**config.mk**
```make
export PLATFORM = sky130hd
export DESIGN_NAME = keys_event_sequencer
export DESIGN_NICKNAME = d
export VERILOG_FILES = /design/src/rtl/keys_event_sequencer_pkg.sv /design/src/rtl/keys_event_sequencer_fifo.sv /design/src/rtl/keys_event_sequencer.sv
export SDC_FILE = /design/constraint.sdc
export NUM_CORES = 1
export LEC_CHECK = 0
export CORE_MARGIN = 5
export CORE_UTILIZATION = 45
export DETAILED_ROUTE_END_ITERATION = 10
export GPL_ROUTABILITY_DRIVEN = 0
export PLACE_DENSITY = 0.77
export SYNTH_ARGS = -nofsm -noshare
export SYNTH_HDL_FRONTEND = slang
export SYNTH_SLANG_ARGS = --single-unit
```
**constraint.sdc**
```tcl
create_clock -name clk -period 6.9 [get_ports clk]
set_clock_uncertainty 0.15 [all_clocks]
set_input_delay 1.035 -clock clk [delete_from_list [all_inputs] [get_ports clk]]
set_output_delay 1.035 -clock clk [all_outputs]
set_load 0.02 [all_outputs]
```
**src/rtl/keys_event_sequencer_pkg.sv**
```systemverilog
// keys_event_sequencer_pkg: shared state encoding, register offsets and event layout
package keys_event_sequencer_pkg;
  typedef enum logic [3:0] {
    INIT_MASK, IDLE, WR_MASK, CAP_ADDR, CAP_WAIT, CAP_CLR, LVL_ADDR, LVL_WAIT, PUSH
  } state_t;
  localparam logic [1:0] PIO_DATA = 2'd0;
  localparam logic [1:0] PIO_MASK = 2'd2;
  localparam logic [1:0] PIO_EDGE = 2'd3;
  localparam logic [1:0] SLV_EVENT = 2'd0;
  localparam logic [1:0] SLV_STATUS = 2'd1;
  localparam logic [1:0] SLV_MASK = 2'd2;
  localparam logic [1:0] SLV_CTRL = 2'd3;
  localparam int EV_EDGE_LSB = 4;
  localparam int EV_VALID = 31;
  localparam int ST_COUNT_LSB = 8;
  localparam int ST_EMPTY = 16;
  localparam int ST_FULL = 17;
  function automatic logic [31:0] event_word(input logic [3:0] edges, input logic [3:0] level);
    logic [31:0] w;
    w = '0;
    w[EV_VALID] = 1'b1;
    w[EV_EDGE_LSB +: 4] = edges;
    w[3:0] = level;
    return w;
  endfunction
endpackage

```
**src/rtl/keys_event_sequencer_fifo.sv**
```systemverilog
// keys_event_fifo: synchronous FIFO with occupancy count; a pop frees a slot for a same-cycle push
module keys_event_fifo #(
  parameter int DEPTH = 8,
  parameter int DW = 8
) (
  input  logic                       clk,
  input  logic                       reset_n,
  input  logic                       push,
  input  logic                       pop,
  input  logic [DW-1:0]              din,
  output logic [DW-1:0]              dout,
  output logic                       full,
  output logic                       empty,
  output logic [$clog2(DEPTH):0]     count
);
  localparam int AW = $clog2(DEPTH);
  localparam int CW = AW + 1;
  logic [DW-1:0] mem [DEPTH];
  logic [AW-1:0] wp, rp;
  logic do_push, do_pop;
  assign full = count[AW];
  assign empty = count == '0;
  assign do_pop = pop & ~empty;
  assign do_push = push & (~full | do_pop);
  assign dout = mem[rp];
  always_ff @(posedge clk or negedge reset_n)
    if (!reset_n) begin
      wp <= '0;
      rp <= '0;
      count <= '0;
    end else begin
      if (do_push) wp <= wp + AW'(1);
      if (do_pop) rp <= rp + AW'(1);
      count <= count + CW'(do_push) - CW'(do_pop);
    end
  always_ff @(posedge clk)
    if (do_push) mem[wp] <= din;
endmodule

```
**src/rtl/keys_event_sequencer.sv**
```systemverilog
// keys_event_sequencer: services the key PIO on irq and queues {edges, levels} events for the CPU
// Edges the PIO captures between the edge read and its clear are lost; the driver must tolerate this.
module keys_event_sequencer
  import keys_event_sequencer_pkg::*;
#(
  parameter int WIDTH = 3,
  parameter int DEPTH = 8,
  parameter logic [WIDTH-1:0] MASK_INIT = WIDTH'(3'b111)
) (
  input  logic        clk,
  input  logic        reset_n,
  output logic [1:0]  m_address,
  output logic        m_chipselect,
  output logic        m_write_n,
  output logic [31:0] m_writedata,
  input  logic [31:0] m_readdata,
  input  logic        pio_irq,
  input  logic [1:0]  address,
  input  logic        chipselect,
  input  logic        read,
  input  logic        write_n,
  input  logic [31:0] writedata,
  output logic [31:0] readdata,
  output logic        irq
);
  localparam int CW = $clog2(DEPTH) + 1;
  state_t state, state_n;
  logic live, pend, irq_enable, full, empty, push, pop, drop, slv_wr;
  logic [WIDTH-1:0] mask, cap, lvl;
  logic [7:0] ovf;
  logic [2*WIDTH-1:0] head;
  logic [CW-1:0] count;
  logic [31:0] status, rdata;
  logic unused_bits;
  assign unused_bits = ^{m_readdata[31:WIDTH], writedata[31:WIDTH]};
  assign slv_wr = chipselect & ~write_n;
  assign pop = chipselect & read & (address == SLV_EVENT) & ~empty;
  assign push = state == PUSH;
  assign drop = push & full & ~pop;

  keys_event_fifo #(.DEPTH(DEPTH), .DW(2 * WIDTH)) fifo (
    .clk(clk), .reset_n(reset_n), .push(push), .pop(pop), .din({cap, lvl}),
    .dout(head), .full(full), .empty(empty), .count(count)
  );

  // live holds the bus idle during reset and for the first clock after it, so INIT_MASK drives exactly one write
  always_ff @(posedge clk or negedge reset_n)
    if (!reset_n) begin
      state <= INIT_MASK;
      live <= 1'b0;
    end else begin
      state <= state_n;
      live <= 1'b1;
    end

  always_comb begin
    state_n = state;
    m_chipselect = 1'b0;
    m_write_n = 1'b1;
    m_address = PIO_DATA;
    m_writedata = '0;
    case (state)
      INIT_MASK: state_n = live ? IDLE : INIT_MASK;
      IDLE:      state_n = pend ? WR_MASK : pio_irq ? CAP_ADDR : IDLE;
      CAP_ADDR:  state_n = CAP_WAIT;
      CAP_WAIT:  state_n = |m_readdata[WIDTH-1:0] ? CAP_CLR : IDLE;
      CAP_CLR:   state_n = LVL_ADDR;
      LVL_ADDR:  state_n = LVL_WAIT;
      LVL_WAIT:  state_n = PUSH;
      default:   state_n = IDLE;
    endcase
    if (live)
      case (state)
        INIT_MASK, WR_MASK: begin
          m_chipselect = 1'b1;
          m_write_n = 1'b0;
          m_address = PIO_MASK;
          m_writedata = 32'(mask);
        end
        CAP_ADDR, CAP_WAIT: m_address = PIO_EDGE;
        CAP_CLR: begin
          m_chipselect = 1'b1;
          m_write_n = 1'b0;
          m_address = PIO_EDGE;
        end
        default: m_address = PIO_DATA;
      endcase
  end

  always_comb begin
    status = '0;
    status[7:0] = ovf;
    status[ST_COUNT_LSB +: 8] = 8'(count);
    status[ST_EMPTY] = empty;
    status[ST_FULL] = full;
    rdata = address == SLV_EVENT ? (empty ? '0 : event_word(4'(head[2*WIDTH-1:WIDTH]), 4'(head[WIDTH-1:0])))
          : address == SLV_STATUS ? status
          : address == SLV_MASK ? 32'(mask)
          : 32'(irq_enable);
  end

  always_ff @(posedge clk or negedge reset_n)
    if (!reset_n) begin
      pend <= 1'b0;
      mask <= MASK_INIT;
      irq_enable <= 1'b0;
      ovf <= '0;
      cap <= '0;
      lvl <= '0;
      readdata <= '0;
      irq <= 1'b0;
    end else begin
      if (state == CAP_WAIT) cap <= m_readdata[WIDTH-1:0];
      if (state == LVL_WAIT) lvl <= m_readdata[WIDTH-1:0];
      if (slv_wr && address == SLV_MASK) mask <= writedata[WIDTH-1:0];
      pend <= (slv_wr && address == SLV_MASK) | (pend & (state != WR_MASK));
      if (slv_wr && address == SLV_CTRL) irq_enable <= writedata[0];
      ovf <= (slv_wr && address == SLV_STATUS) ? '0 : (drop && ovf != 8'hff) ? ovf + 8'd1 : ovf;
      if (chipselect & read) readdata <= rdata;
      irq <= irq_enable & ~empty;
    end
endmodule

```
==> impl_results.md, run 1 <==
- Initial Utilization: 46.60%
- # diodes: 0
- Fillers: 839
- Main area contributors after synthesis: edfxtp_1 31%, dfrtp_1 25%, buf_4 7.8%
- Final max-slew violation count: 0
- Die Wd: 111.1 um
- Outcome: complete, no violations
- Routed wl met3: 693 um
- Layout cell share with drive strength beyond 1: 12.37%
- Vias in the first global route: 2693
- Warnings, synthesis: 0
- Critical path's slowest cell: nor4bb_1
- Final period util: 51.80%
- Most common cell after layout, fill and taps aside: edfxtp_1
- Detailed Route WL: 8655 um
- Mapped Avg Cell Area: 13.02 um2
- Yosys top cell area share: 31.36%
- Mapped Cells: 353
- I/O pin total: 141
- Setup TNS: 0 ns
- CP delay by family, top: simple AND/OR/NAND/NOR gates
- Cell Chain, Critical Path: clkdlybuf4s50_1 -> nor4bb_1 -> nand2_1 -> inv_1 -> ha_1 -> inv_1 -> ha_1 -> inv_1 -> fa_1 -> xnor2_1
- Leak: 0.002015 uW
- Wl on met1: 3772 um
- Hold depth: 2
- TritonCTS Buffers: 9
- IO buf count: 36
- Clock Latency Late Sink: 0.37 ns
- CP Class: primary input to flip-flop
- Register bit total from synthesis: 97
- R2R setup slack: 3.94 ns
- Post CTS Setup Buffer Count: 0
- CP dominant cell by count: inv_1
- Synth cell types: 51
- Final hold vios: 0
- MaxCap Viol Count: 0
- H-tree Lvls: 3
- Die ar.: 0.01234 mm2
- Largest net degree at the start of global routing: 50
- Cell Count, Final, Fillers Out: 529
- Synth Flop Type: edfxtp_1
- First DRT Iteration DRCs: 183
- Site row count: 36
- Via count: 2728
- Count of flip-flops with a built-in enable after synthesis: 48
- Wirelength per Cell: 16.36 um
- # clock sinks: 97
- CTS resizes: 0
- Worst Path Buf+Inv: 4
- Core Util, Final: 51.88%
- Detail Placement HPWL: 6137 um
- Grt ovf: 0
- Max_slew headroom: 19.40%
- Largest area contributor in the netlist: edfxtp_1
- Core area: 0.009864 mm2
- Antenna violations before repair: 0
- Pre-CTS setup slack: 2.980 ns
- Die extent in y: 111.1 um
- Met2 wire length: 4092 um
- Drt first pass iters: 4
- Pwr Density: 342.9 mW/mm2
- CP max stage delay: 0.54 ns
- CP Capture Type: flip-flop
- Area Overhead vs Synth: 11.32%
- Cells after DPL: 513
- Crit-path max FO: 8
- PnR worst setup slack: 3.326 ns
- Syn Std Cell Area: 0.004597 mm2
- Crit start category: primary input
- RSZ-0062 raised after global routing: no
- Final #Nets: 472
- CTS tree: built
- Required @ worst endpoint: 7.01 ns
- Final Critical Period: 3.574 ns
- Sequential share of the synthesized area: 58.11%
- Global-route wire length before repair: 14060 um
- Commonest cells after routing, fill and taps aside: 48 x edfxtp_1, 47 x conb_1, 46 x dfrtp_1
- Hold WC Path Type: flip-flop to flip-flop
- Post-CTS Hold Buffers: 0
- Post-synth ARST share: 50.52%
- Top Metal Used: met4
- Clock buffer depth: 2
- Antenna viol nets, final: 0
- Worst VDD drop: 0.1826 mV
- Worst R2R Path Depth: 11
- Pin slew with the least headroom to its limit: 1.200 ns
- Drt drc: 0
- Final Setup Violations: 0
- CP arrival: 3.68 ns
- Final hold slack: 0.3428 ns
- GRT Util Overall: 14.48%
- F_max: 279.8 MHz
- Via density: 5.157
- Reg clk slew, reported paths: 0.09 ns
- Cell depth of the worst setup path: 10
- Root buffer cell: clkbuf_8
worst min-delay path, cell delays in order (launching register included):
cell     delay, ns
dfrtp_1       0.36
nand2_1       0.05
nand2_1       0.06
cell families (layout without fill, tap and decap cells):
kind of cell    after synthesis  count (layout)  share of synthesized area, %
other cells                   2              47                        0.1634
mux                          28              28                         9.608
fa+ha+maj                     9               9                         2.613
xor+xnor                      7               7                         1.334
buf+inv                      70              68                         9.853
simple gates                 91              91                         11.19
compound gates               49              49                         7.132
flops                        97              97                         58.11
state kept, by name, summed over array words and instances, names as in the netlist:
| name | flops |
|---|---|
| mask | 3 |
| fifo.wp | 3 |
| pend | 1 |
| state | 4 |
| readdata | 14 |
| live | 1 |
| fifo.rp | 3 |
| irq_enable | 1 |
| ovf | 8 |
| lvl | 3 |
| fifo.mem | 48 |
| irq | 1 |
| cap | 3 |
| fifo.count | 4 |
per-layer routing:
| metal | vias up | GRT usage [%] |
|---|---|---|
| met1 | 1339 | 18.80 |
| li1 | 1279 | - |
| met3 | 8 | 4.476 |
| met4 | 0 | 4.217 |
| met5 | - | 0 |
| met2 | 102 | 23.54 |
power by group:
part	switching, uW	internal, uW
logic	217	247
registers	171	735
clock network	210	175
total	599	1160
path summary, 6_finish.rpt:
| kind | start | endpoint |
|---|---|---|
| worst max-delay path | address[0] | fifo.count[2] |
| worst max register to register | fifo.count[3] | fifo.count[2] |
| worst min register to register | readdata[31] | readdata[31] |
| min in group asynchronous | reset_n | cap[1] |
| worst min-delay path | readdata[31] | readdata[31] |
| max in group asynchronous | reset_n | readdata[9] |
final cells by class:
type	instances	area [um2]	area share, %
tap	133	166.4	3.252
inverter	12	45.04	0.8802
clock buffer	9	123.9	2.421
clock inverter	7	83.83	1.638
timing repair buffer	40	385.4	7.531
multi-input combinational	231	1642	32.08
sequential	97	2671	52.20
cells in the mapped netlist (7+ instances only):
master,n
a21oi_1,12
a22o_1,7
buf_4,48
dfrtp_1,46
edfxtp_1,48
ha_1,8
inv_1,12
mux2_2,9
mux2i_1,7
mux4_2,12
nand2_1,25
nand3_1,10
nor2_1,11
nor3_1,7
o21ai_0,10
through the flow:
step | instance area, um2 | total power, uW
2_1_floorplan | 4766 | 1237
3_3_place_gp | 4910 | 1362
3_5_place_dp | 4910 | 1386
4_1_cts | 5117 | 1770
5_1_grt | 5117 | 1867
6_report | 5117 | 1755
Power figures use the tool's default switching activity.
==> run 2, diff against run 1 <==
==> constraint.sdc (replaced) <==
create_clock -name clk -period 3.68 [get_ports clk]
set_clock_uncertainty 0.15 [all_clocks]
set_input_delay 0.552 -clock clk [delete_from_list [all_inputs] [get_ports clk]]
set_output_delay 0.552 -clock clk [all_outputs]
set_load 0.02 [all_outputs]
==> run 2 against run 1 <==
Total power rose by 83%. Clock power rose by 61%. First-iteration DRC count increased by 21%. Critical path depth stayed put. Largest cell class unchanged. Combinational power grew 89%. Critical path type unchanged. Wire length shrank 0.74%. Largest power group unchanged. Clock-buffer cell count is 3 higher. Sequential share of layout area is 0.051 points lower. Cell count is 0.95% higher. Global-route usage hardly changed. Non-clock buffer count rose by 5.
==> impl_results.md, run 2 (synthesized netlist as in run 1, its figures left out) <==
- Net Switching: 1090 uW
- Via count: 2756
- Final Critical Period: 2.868 ns
- Commonest cells after routing, fill and taps aside: 48 x edfxtp_1, 47 x conb_1, 46 x dfrtp_1
- Tot Pwr: 3203 uW
- CP delay by family, top: buffers and inverters
- Via density: 5.161
- Pre-CTS setup slack: 0.4859 ns
- Reg clk slew, reported paths: 0.09 ns
- Drt first pass iters: 4
- IO buf count: 36
- Vias in the first global route: 2816
- # diodes: 0
- Post CTS Setup Buffer Count: 0
- # clock sinks: 97
- Die extent in y: 111.1 um
- Final period util: 77.93%
- Hold WC Path Type: primary input to asynchronous set/reset pin
- TritonCTS Buffers: 9
- Site row count: 36
- CP max stage delay: 0.56 ns
- Detail Placement HPWL: 6194 um
- CP dominant cell by count: inv_1
- Clock Latency Late Sink: 0.36 ns
- Root buffer cell: clkbuf_8
- Gate power share: 27.4%
- Die Wd: 111.1 um
- Leak: 0.002026 uW
- Clock buffer depth: 2
- Drt drc: 0
- Most common cell after layout, fill and taps aside: edfxtp_1
- MaxCap Viol Count: 0
- Internal power: 2113 uW
- Largest register by flop count: fifo.mem
- Pin slew with the least headroom to its limit: 1.069 ns
- Crit-path max FO: 8
- Detailed Route WL: 8591 um
- Setup TNS: 0 ns
- Placed cell areas: 0.004947 mm2
- Required @ worst endpoint: 3.77 ns
- Final max-slew violation count: 0
- CTS resizes: 0
- Area Overhead vs Synth: 11.43%
- CP arrival: 2.96 ns
- Cell Chain, Critical Path: clkdlybuf4s50_1 -> nor4bb_1 -> nand2_1 -> inv_1 -> ha_1 -> inv_1 -> ha_1 -> inv_1 -> fa_1 -> xnor2_1
- Core area: 0.009864 mm2
- Outcome: complete, no violations
- I/O pin total: 141
- Final hold slack: 0.2307 ns
- Biggest regs: fifo.mem x48, readdata x14, ovf x8
- Post-route cell area: 0.005122 mm2
- Pwr Density: 625.4 mW/mm2
- CTS tree: built
- H-tree Lvls: 3
- Final #Nets: 477
- Max FFs per register: 48
- Global-route wire length before repair: 14240 um
- Final Setup Violations: 0
- Sequential power share: 53.2%
- Antenna viol nets, final: 0
- Post-CTS Hold Buffers: 0
- Antenna violations before repair: 0
- RSZ-0062 raised after global routing: no
- Worst Path Buf+Inv: 4
- Final hold vios: 0
- Grt ovf: 0
- GRT Util Overall: 14.46%
- Clock power frac: 19.4%
- First DRT Iteration DRCs: 222
- Layout cell share with drive strength beyond 1: 12.97%
- PnR worst setup slack: 0.8122 ns
- F_max: 348.7 MHz
- Crit start category: primary input
- Max_slew headroom: 28.72%
- Initial Utilization: 46.60%
- Die ar.: 0.01234 mm2
- Critical path's slowest cell: nor4bb_1
- CP Capture Type: flip-flop
- Switching share of power: 34.03%
- CP Class: primary input to flip-flop
- Worst VDD drop: 0.3962 mV
- Wirelength per Cell: 16.09 um
- Largest net degree at the start of global routing: 50
[run 2: cell types whose count changed in the layout (fill, tap and decap cells not counted)]
cell,change
buf_4,+5
clkbuf_1,+2
inv_6,-2
bufinv_16,-1
clkbuf_8,+1
clkinv_2,+1
inv_8,-1
[run 2: worst paths after layout]
| kind | start | endpoint | slack, ns | depth (start not counted) |
|---|---|---|---|---|
| worst max-delay path | address[1] | fifo.count[2] | 0.81 | 10 |
| worst max register to register | fifo.count[3] | fifo.count[2] | 0.83 | 11 |
| max in group asynchronous | reset_n | fifo.rp[0] | 2.47 | 1 |
| min in group clk | readdata[31] | readdata[31] | 0.35 | 2 |
| worst min-delay path | reset_n | cap[1] | 0.23 | 1 |
| worst min register to register | readdata[31] | readdata[31] | 0.35 | 2 |
[run 2: area by class of cell]
class,count,area (um2)
Multi-Input combinational cell,231,1642
Clock buffer,12,145.1
Fill cell,837,4742
Tap cell,133,166.4
Inverter,12,45.04
Timing Repair Buffer,45,422.9
Clock inverter,4,30.03
Sequential cell,97,2671
[run 2: power by group through the flow]
stage,clock (uW),combinational (uW),sequential (uW)
after global routing,693,974,1750
after global placement,0,851,1710
after floorplan,0,741,1580
after CTS,639,891,1710
after detailed placement,0,885,1730
final,621,878,1700
[run 2: metrics by stage]
stage          util (%)  std cells
2_1_floorplan         -        398
3_3_place_gp      50.15        518
3_5_place_dp      50.15        518
4_1_cts           51.93        534
5_1_grt           51.93        534
6_report          51.93        534
[run 2: routing by layer]
metal  up-vias  share of wire (%)  global-route usage (%)
met5         -                  0                       0
met4         0                1.1                   3.974
met3        12                9.0                   4.312
met2       120                 47                   23.38
met1      1338                 43                   19.09
li1       1286                  -                       -
==> run 3, diff against run 2 <==
--- a/config.mk
+++ b/config.mk
@@ -6,7 +6,7 @@
 export NUM_CORES = 1
 export LEC_CHECK = 0
 export CORE_MARGIN = 5
-export CORE_UTILIZATION = 45
+export CORE_UTILIZATION = 43
 export DETAILED_ROUTE_END_ITERATION = 10
 export GPL_ROUTABILITY_DRIVEN = 0
 export PLACE_DENSITY = 0.77
==> constraint.sdc (replaced) <==
create_clock -name clk -period 2.55 [get_ports clk]
set_clock_uncertainty 0.15 [all_clocks]
set_input_delay 0.3825 -clock clk [delete_from_list [all_inputs] [get_ports clk]]
set_output_delay 0.3825 -clock clk [all_outputs]
set_load 0.02 [all_outputs]
==> run 3 against run 2 <==
Cell area up 5.9%. Clock power up 47%. Cell count grew 5.6%. Die area increased by 4.2%. Largest power group unchanged.
==> impl_results.md, run 3 (synthesized netlist as in run 1, its figures left out) <==
- Final hold vios: 0
- Final hold slack: 0.3360 ns
- Antenna viol nets, final: 0
- Clock Latency Late Sink: 0.36 ns
- Internal power: 3159 uW
- Site row count: 37
- Gate power share: 32.3%
- Core area: 0.01037 mm2
- Cell Count, Final, Fillers Out: 564
- Drt first pass iters: 4
- Clock buffer depth: 2
- Vias in the first global route: 2821
- Outcome: complete, no violations
- Worst R2R Path Depth: 12
- Hold depth: 2
- Tot Pwr: 4806 uW
- CTS tree: built
- TritonCTS Buffers: 9
- Biggest regs: fifo.mem x48, readdata x14, ovf x8
- Worst VDD drop: 0.5672 mV
- WHS Endpoint: readdata[31]
- Die Wd: 113.4 um
- Hold WC Path Type: flip-flop to flip-flop
- Commonest cells after routing, fill and taps aside: 48 x edfxtp_1, 47 x conb_1, 45 x dfrtp_1
- Antenna violations before repair: 0
- # diodes: 0
- Max FFs per register: 48
- CP Capture Type: flip-flop
- Reg clk slew, reported paths: 0.09 ns
- Crit start category: primary input
- Via count: 2902
- Crit Reg-Reg Endpoint: fifo.count[3]
- Cells after DPL: 546
- I/O pin total: 141
- Detail Placement HPWL: 6504 um
- Pin slew with the least headroom to its limit: 0.5806 ns
- Final period util: 96.15%
- Net Switching: 1648 uW
- Final max-slew violation count: 0
- Wirelength per Cell: 15.42 um
- Detailed Route WL: 8698 um
- Reg2reg start: fifo.count[2]
- Sequential power share: 48.8%
- CP arrival: 2.56 ns
- Switching share of power: 34.28%
- Via density: 5.145
- IO buf count: 36
- Grt ovf: 0
- Layout cell share with drive strength beyond 1: 21.26%
- # clock sinks: 97
- Required @ worst endpoint: 2.66 ns
- MaxCap Viol Count: 0
- CP Class: primary input to flip-flop
- Die extent in y: 113.4 um
- Clock power frac: 18.9%
- GRT Util Overall: 14.00%
- Crit-path max FO: 2
- Initial Utilization: 44.33%
- Root buffer cell: clkbuf_8
- Largest net degree at the start of global routing: 28
- Final #Nets: 504
- R2R setup slack: 0.11 ns
- H-tree Lvls: 3
- Global-route wire length before repair: 14230 um
- Die ar.: 0.01286 mm2
- Drt drc: 0
- Final Critical Period: 2.452 ns
- Largest register by flop count: fifo.mem
- Final Setup Violations: 0
- Most common cell after layout, fill and taps aside: edfxtp_1
- RSZ-0062 raised after global routing: no
- Leak: 0.002257 uW
- Area Overhead vs Synth: 17.99%
- First DRT Iteration DRCs: 96
- F_max: 407.9 MHz
- Pwr Density: 886.1 mW/mm2
- Hold_sp: readdata[31]
- Max_slew headroom: 60.75%
## run 3: cell types whose count changed in the layout (fill, tap and decap cells not counted), sizes merged
| cell | change |
|---|---|
| dlygate4sd2 | +1 |
| clkbuf | -1 |
| dlymetal6s2s | +6 |
| buf | +26 |
| dlygate4sd3 | +1 |
| inv | +3 |
| clkinv | -2 |
| clkdlybuf4s50 | -7 |
## run 3: through the flow
step | instance area, um2 | setup WS, ns | util [%] | TNS, ns
final | 5424 | 0.09821 | 52.30 | 0
after global routing | 5424 | 0.008057 | 52.30 | 0
after CTS | 5356 | -0.001030 | 51.65 | -0.001030
after detailed placement | 5160 | -0.2571 | 49.76 | -1.793
after global placement | 5160 | -0.1429 | 49.76 | -0.5835
after floorplan | 4775 | 0.02474 | - | 0
## run 3: critical path: stages
cell	delay [ns]
clkdlybuf4s50_1	0.49
nor4bb_1	0.35
buf_4	0.19
nand2_2	0.05
inv_1	0.10
ha_4	0.21
inv_2	0.06
ha_4	0.12
inv_1	0.05
fa_2	0.52
inv_1	0.03
## run 3: layout make-up
cell class	instances	area, um2
fill	846	4946
sequential	97	2673
multi-input combinational	231	1705
timing repair buffer	72	654.4
tap	136	170.2
clock buffer	11	131.4
clock inverter	5	45.04
inverter	12	45.04
## run 3: how the worst max path moves through the flow
stage                        startpoint              to  depth (start not counted)
after CTS                      state[3]  m_writedata[0]                          4
after floorplan           fifo.count[3]   fifo.count[2]                         11
after detailed placement           read   fifo.count[2]                         11
after global routing         address[1]   fifo.count[1]                         11
after global placement             read   fifo.count[2]                         11
final                              read   fifo.count[1]                         11
## run 3: per-layer routing
metal	share of wire [%]	up-vias	GRT usage [%]
li1	-	1346	-
met1	42	1439	17.37
met2	51	107	24.37
met3	6.4	10	3.820
met4	1.2	0	3.446
met5	0	-	0
## run 3: repair_timing
action	CTS	global route
resized for setup	4	17
pin swaps	1	3
hold endpoints to repair	19	0
setup endpoints to repair	7	9
buffers inserted	0	1
hold buffers	1	0
## run 3: power groups by stage
| stage | sequential (uW) | clock, uW | combinational, uW |
|---|---|---|---|
| 2_1_floorplan | 2280 | 0 | 1070 |
| 3_3_place_gp | 2350 | 0 | 1450 |
| 3_5_place_dp | 2370 | 0 | 1500 |
| 4_1_cts | 2340 | 947 | 1520 |
| 5_1_grt | 2410 | 1010 | 1710 |
| 6_report | 2350 | 910 | 1550 |
